[config.mk]
export PLATFORM = sky130hd
export DESIGN_NAME = script_sequencer
export DESIGN_NICKNAME = d
export VERILOG_FILES = /design/src/rtl/script_sequencer.sv
export SDC_FILE = /design/constraint.sdc
export NUM_CORES = 1
export LEC_CHECK = 0
export BUFFER_PORTS_ARGS = -buffer_cell sky130_fd_sc_hd__buf_2
export CELL_PAD_IN_SITES_DETAIL_PLACEMENT = 1
export CELL_PAD_IN_SITES_GLOBAL_PLACEMENT = 2
export CORE_ASPECT_RATIO = 2
export CORE_MARGIN = 4
export CORE_UTILIZATION = 35
export CTS_BUF_LIST = sky130_fd_sc_hd__clkbuf_8
export DETAILED_ROUTE_END_ITERATION = 6
export GPL_ROUTABILITY_DRIVEN = 0
export PLACE_DENSITY = 0.9
export SLEW_MARGIN = 20
export SYNTH_ARGS = -nofsm -noshare
export SYNTH_HDL_FRONTEND = slang
export SYNTH_SLANG_ARGS = --single-unit
[constraint.sdc]
create_clock -name clk -period 5.78 [get_ports clk]
set_input_delay 0.578 -clock clk [delete_from_list [all_inputs] [get_ports clk]]
set_output_delay 0.578 -clock clk [all_outputs]
set_load 0.005 [all_outputs]
[src/rtl/script_sequencer.sv]
`default_nettype none
// ============================================================================
// script_sequencer: fetch/decode/dispatch stage of the kitchen script processor
// Rev 1.0
// ============================================================================
module script_sequencer #(
   parameter int JUMP_HOLD = 3,
   parameter int ACT_TMO   = 255
) (
   input  logic       clk,
   input  logic       rst_n,
   input  logic       start,
   output logic [7:0] rom_addr,
   input  logic [7:0] rom_data,
   output logic       jump_en,
   output logic [1:0] jump_func,
   output logic [2:0] jump_sign,
   output logic [7:0] jump_num,
   output logic [7:0] cur_pc,
   input  logic [7:0] jump_next_pc,
   input  logic       jump_ready,
   output logic       act_en,
   output logic [4:0] act_func,
   output logic [7:0] act_num,
   input  logic       act_done,
   output logic       busy,
   output logic       halted,
   output logic       err
);

   typedef enum logic [2:0] {
      S_IDLE, S_F0, S_F1, S_DEC, S_ACT, S_JMP, S_WAIT, S_HALT
   } state_e;

   localparam logic [7:0] HOLD_LAST = 8'(JUMP_HOLD - 1);
   localparam logic [7:0] TMO_LAST  = 8'(ACT_TMO - 1);
   localparam logic [2:0] OP_ACT    = 3'b001;
   localparam logic [2:0] OP_JMP    = 3'b010;
   localparam logic [2:0] OP_WAIT   = 3'b011;
   localparam logic [2:0] OP_END    = 3'b111;

   state_e     state_q, state_d;
   logic [7:0] pc_q, pc_d;
   logic [7:0] ir_q, ir_d;
   logic [7:0] num_q, num_d;
   logic [7:0] cnt_q, cnt_d;
   logic       err_q, err_d;
   logic [7:0] pc_inc;

   assign pc_inc = pc_q + 8'd2;

   always_ff @(posedge clk or negedge rst_n) begin
      if (!rst_n) begin
         state_q <= S_IDLE;
         pc_q    <= 8'd0;
         ir_q    <= 8'd0;
         num_q   <= 8'd0;
         cnt_q   <= 8'd0;
         err_q   <= 1'b0;
      end else begin
         state_q <= state_d;
         pc_q    <= pc_d;
         ir_q    <= ir_d;
         num_q   <= num_d;
         cnt_q   <= cnt_d;
         err_q   <= err_d;
      end
   end

   always_comb begin
      state_d  = state_q;
      pc_d     = pc_q;
      ir_d     = ir_q;
      num_d    = num_q;
      cnt_d    = cnt_q;
      err_d    = err_q;
      rom_addr = pc_q;
      jump_en  = 1'b0;
      act_en   = 1'b0;
      case (state_q)
         S_IDLE, S_HALT: begin
            if (start) begin
               pc_d    = 8'd0;
               err_d   = 1'b0;
               state_d = S_F0;
            end
         end
         S_F0: state_d = S_F1;
         S_F1: begin
            ir_d     = rom_data;
            rom_addr = pc_q + 8'd1;
            state_d  = S_DEC;
         end
         S_DEC: begin
            // byte0 is already in ir_q; byte1 arrives on rom_data this cycle
            num_d = rom_data;
            cnt_d = 8'd0;
            case (ir_q[7:5])
               OP_ACT:  state_d = S_ACT;
               OP_JMP:  state_d = S_JMP;
               OP_WAIT: begin
                  if (rom_data == 8'd0) begin
                     pc_d    = pc_inc;
                     state_d = S_F0;
                  end else begin
                     state_d = S_WAIT;
                  end
               end
               OP_END:  state_d = S_HALT;
               default: begin
                  err_d   = 1'b1;
                  state_d = S_HALT;
               end
            endcase
         end
         S_ACT: begin
            act_en = (cnt_q == 8'd0);
            if (act_done) begin
               pc_d    = pc_inc;
               state_d = S_F0;
            end else if (cnt_q == TMO_LAST) begin
               err_d   = 1'b1;
               state_d = S_HALT;
            end else begin
               cnt_d = cnt_q + 8'd1;
            end
         end
         S_JMP: begin
            jump_en = 1'b1;
            if (cnt_q == HOLD_LAST) begin
               if (!jump_ready) begin
                  err_d   = 1'b1;
                  state_d = S_HALT;
               end else begin
                  pc_d    = (jump_next_pc == pc_q) ? pc_inc : jump_next_pc;
                  state_d = S_F0;
               end
            end else begin
               cnt_d = cnt_q + 8'd1;
            end
         end
         S_WAIT: begin
            if (cnt_q == num_q - 8'd1) begin
               pc_d    = pc_inc;
               state_d = S_F0;
            end else begin
               cnt_d = cnt_q + 8'd1;
            end
         end
         default: state_d = S_IDLE;
      endcase
   end

   assign jump_func = ir_q[4:3];
   assign jump_sign = ir_q[2:0];
   assign jump_num  = num_q;
   assign act_func  = ir_q[4:0];
   assign act_num   = num_q;
   assign cur_pc    = pc_q;
   assign busy      = (state_q != S_IDLE) && (state_q != S_HALT);
   assign halted    = (state_q == S_HALT);
   assign err       = err_q;

endmodule
`default_nettype wire

Word level (Yosys, flattened, before mapping)
Cells that the tools add are included.

cells by class
  $add $sub $neg = 4
  equal/unequal tests = 31
  mux-type cells = 33
  reduce and logical (&&, ||, !) cells = 14

operators with widths
  kind                                               number
  two-way mux 8 bit                                  13
  case mux 8 bit (5 select lines)                    1
  case mux 8 bit (4 select lines)                    1
  != test 2 bit (second input constant)              14
  two-way mux 3 bit                                  7
  case mux 3 bit (7 select lines)                    1
  adder 8 x 1 -> 8 bit (second input constant)       2
  == test 8 bit                                      2
  logical NOT 8 bit                                  2
  == test 3 bit (second input constant)              5
  == test 3 x 2 -> 1 bit (second input constant)     4
  case mux 3 bit (3 select lines)                    1
  adder 8 x 2 -> 8 bit (second input constant)       1
  == test 8 x 2 -> 1 bit (second input constant)     1
  == test 8 bit (second input constant)              1
  two-way mux 1 bit                                  8
  AND reduction 8 bit                                1
  nonzero test 4 bit                                 2
  subtractor 8 x 1 -> 8 bit (second input constant)  1
  AND reduction 7 bit                                1
  == test 3 x 1 -> 1 bit (second input constant)     2
  != test 3 bit (second input constant)              2
  AND reduction 5 bit                                1
  nonzero test 5 bit                                 1
  7 further kinds                                    7

word-level totals
  register bits = 36
  input bits = 21
  logic and storage cells = 88

Longest topological paths before layout
  depth after elaboration = 5
  depth in mapped cells = 9
  depth with buffers taken out = 8

Worst setup path after synthesis
Ideal clock, no wire load.

  path kind = register to output
  start = reg state_q[1]
  end = out rom_addr[1]
  data arrival time = 1925 ps
  required time = 5202 ps
  setup slack = 3277 ps
  cell stages (with the launch flop) = 7
  cells stage by stage = dfrtp_1 clkbuf_1 clkbuf_1 nand2_1 nor2_1 clkbuf_1 mux2_2

on the way
  longest elaborated chain between the ends = 2

ends and longest elaborated chain
  element                 line  text
  start, declared         42    state_e state_q, state_d;
  start signal, assigned  61    state_q <= state_d;
  == test 3 x 2 -> 1 bit  80    case (state_q)
  two-way mux 8 bit       80
  end, declared           13    output logic [7:0] rom_addr,

Every way passes these cells.

Worst setup path after layout
  start = reg state_q[2]
  end = out rom_addr[6]

Same word-level chain as after synthesis.

==> impl_metrics.csv <==
group,metric,value,unit
setup_path,cp_slowest_stage_delay,0.65,ns
floorplan,core,8230,sq um
cts,clk_latency,0.30,ns
setup_path,cp-startpoint,"state_q[2]",
sta,fmax,0.328,GHz
synth,synth-main-ff-cell,"dfrtp_1",
setup_path,start_kind,"flop",
cells_and_area,register_area,901,sq um
cells_and_area,layout_commonest_cell,"buf_2",
sta,relSlewSlack,41.0,%
global_routing,overflow,0,
cells_and_area,multi_input_area,1780,sq um
floorplan,initial_core_util,35.9,%
cts,post_cts_buffers,0,
routing,wire_per_inst,19.6,microns
sta,fin_setup_tns,0,ns
setup_path,critical_path_required,5.20,ns
synth,synth_nets,376,
routing,vias,2839,
sta,min_period,3.05,ns
setup_path,crit_end,"rom_addr[6]",
sta,setup_ws,2.73,ns
synth,synthArstFlopShare,100,%
sta,setup_viol,0,
floorplan,rows,47,
setup_path,r2r-start,"state_q[2]",
placement,io_buffers,67,
routing,initialDrtViolationCount,129,
synth,synth_top_family_by_area,"simple AND/OR/NAND/NOR gates",
global_routing,grt_pass1_wl,15.2,mm
floorplan,die-area,10100,sq um
flow_run,maxCapViolations,0,
synth,syn_inst,349,
global_routing,grt_max_degree,37,
placement,hpwlAfterDp,7.45,mm
sta,tightest_slew,0.885,ns
sta,fin_skew,0.00674,ns
pwr,max-vdd-ir-drop,188,uV
cts,cts-root-buf,"clkbuf_8",
synth,ys_ff_latch,36,
status,outcome,"finished, final reports clean",
setup_path,cp_max_fo,20,
sta,hold_violations,0,
setup_path,crit_arrival,2.47,ns
floorplan,fp.dieH,138,microns
sta,finalCritPeriodShare,52.8,%
cts,cts.sinks,36,
synth,syn_avg_cell_area,8.47,sq um
cts,clk_pin_slew,0.08,ns
setup_path,criticalPathCategory,"flop to output port",
sta,hold_slack,0.385,ns
setup_path,end_kind,"output port",
setup_path,reg2reg_depth,6,
setup_path,ff2ff_setup_slack,2.92,ns
routing,drc_errors,0,
synth,muxShareOfSynthArea,6.65,%
floorplan,io_pins,68,
cells_and_area,num-fill-cells,1021,
sta,slew_violations,0,
cells_and_area,drive_above_1_share,26.0,%
synth,yosys.area_share.xor_xnor,7.11,%
synth,synth-compound-area-share,19.9,%
synth,synth_simple_gate_area_share,24.0,%
floorplan,die_x,73.0,microns
cells_and_area,layout_common_cells,"buf_2, nand2_1, dfrtp_1",
worst_hold_path,hp-class,"input port to async pin",
synth,syn-cell-area,2960,sq um
cells_and_area,area_delta_synth_final,12.1,%
cts,ctsLongestPathBuffers,2,
cts,ctsResizeCount,0,
pwr,power_leakage,1.45,nW
routing,routed_via_density,5.84,
synth,synth_warnings,0,
cts,numCtsBuffers,5,
cts,htree_levels,2,
synth,synth_cell_type_count,63,
setup_path,crit_chain,"inv_1 -> nand2_1 -> nor2_1 -> buf_4 -> nand4_1 -> nor2_1 -> xnor2_1 -> buf_2",
setup_path,reg2reg_to,"cur_pc[2]",
routing,postRouteAntennaNets,0,
cts,cts_tree,"done",
setup_path,crit_path_frequent_cell,"nor2_1",
synth,synth_adder_area_share,2.54,%
synth,yosysSeqAreaShare,30.5,%
routing,wirelength,9.54,mm
setup_path,cp_slowest_cell,"dfrtp_1",
cts,holdBufCountCts,0,
global_routing,grt_usage,19.7,%
synth,synth_edf_count,0,
pwr,p_per_area,578,nW/um^2
cells_and_area,nNetsFinal,414,
global_routing,antenna_found_initial,0,
sta,rsz0062_at_grt,"no",
placement,dp_slack,3.00,ns
cells_and_area,diodes,0,
routing,dr.pass1.iters,4,
global_routing,grt_pass1_vias,2983,
-- where the power goes --
group / internal [W] / total (W) / leakage (nW) / switching (W)
clock network: 0.000128 / 0.000232 / 0.0541 / 0.000104
registers: 0.000358 / 0.000589 / 0.452 / 0.000231
logic: 0.000500 / 0.00109 / 0.945 / 0.000595
-- through the flow --
stage	cells	utilization (%)	instance area, sq um	total power (W)
floorplan	349	-	2960	0.00138
global placement	478	38.8	3200	0.00166
detailed placement	478	38.8	3200	0.00169
CTS	486	40.2	3310	0.00193
global route	486	40.2	3310	0.00208
finish	486	40.2	3310	0.00191
-- area by class of cell --
cell class	count	share of cell area, %
clock buffers	5	2.08
clock inverters	3	1.28
inverters	12	1.36
multi-input cells	263	53.8
flip-flops and latches	36	27.2
well taps	98	3.70
repair buffers	69	10.6
-- per-layer routing --
metal	part of all wire (%)	GRT usage [%]	wire length, microns
met1	35	19.7	3370
met2	56	37.3	5380
met3	2.6	2.39	250
met4	5.7	11.7	548
met5	0	0	0
-- worst min path at each step --
stage                 start         end  slack (ns)  depth (start not counted)
finish                rst_n         err        0.38                          1
global route          rst_n   cur_pc[5]        0.47                          1
CTS                   rst_n         err        0.42                          1
detailed placement  ir_q[1]     ir_q[1]        0.51                          1
global placement    ir_q[4]     ir_q[4]        0.51                          1
floorplan             rst_n  act_num[0]        0.28                          0
-- Yosys cell counts (all sizes together), types with 6 or more instances --
cell type / n / area, sq um
buf: 22 / 170
nand2: 40 / 150
a21oi: 14 / 70.1
xnor2: 21 / 184
nand2b: 10 / 70.1
o22ai: 7 / 43.8
nor3: 10 / 50.1
mux2i: 8 / 80.1
inv: 12 / 45.0
or2: 6 / 37.5
nand3: 14 / 75.1
ha: 6 / 75.1
nor4: 8 / 65.1
a221oi: 8 / 76.3
a211oi: 9 / 67.6
mux2: 10 / 116
clkbuf: 16 / 60.1
dfrtp: 36 / 901
nor2: 20 / 75.1
o21ai: 13 / 65.1
-- logic make-up after synthesis --
group,count (synthesis)
and+or+nand+nor,133
AOI/OAI and AO/OA,82
buffers and inverters,50
DFF,36
xor gates and xnor gates,24
muxes,18
adders and majority gates,6
-- registers in the layout, indices dropped and copies added, names as in the netlist --
| register | count |
|---|---|
| ir_q | 8 |
| state_q | 3 |
| err | 1 |
| act_num | 8 |
| cnt_q | 8 |
| cur_pc | 8 |
-- worst max-delay path: cells and delay by family (launching register included) --
| family | cells | cell delay [ns] |
|---|---|---|
| buffers and inverters | 3 | 0.77 |
| XOR/XNOR | 1 | 0.12 |
| flip-flops | 1 | 0.65 |
| AND/OR/NAND/NOR | 4 | 0.61 |
(Power assumes the default switching activity.)
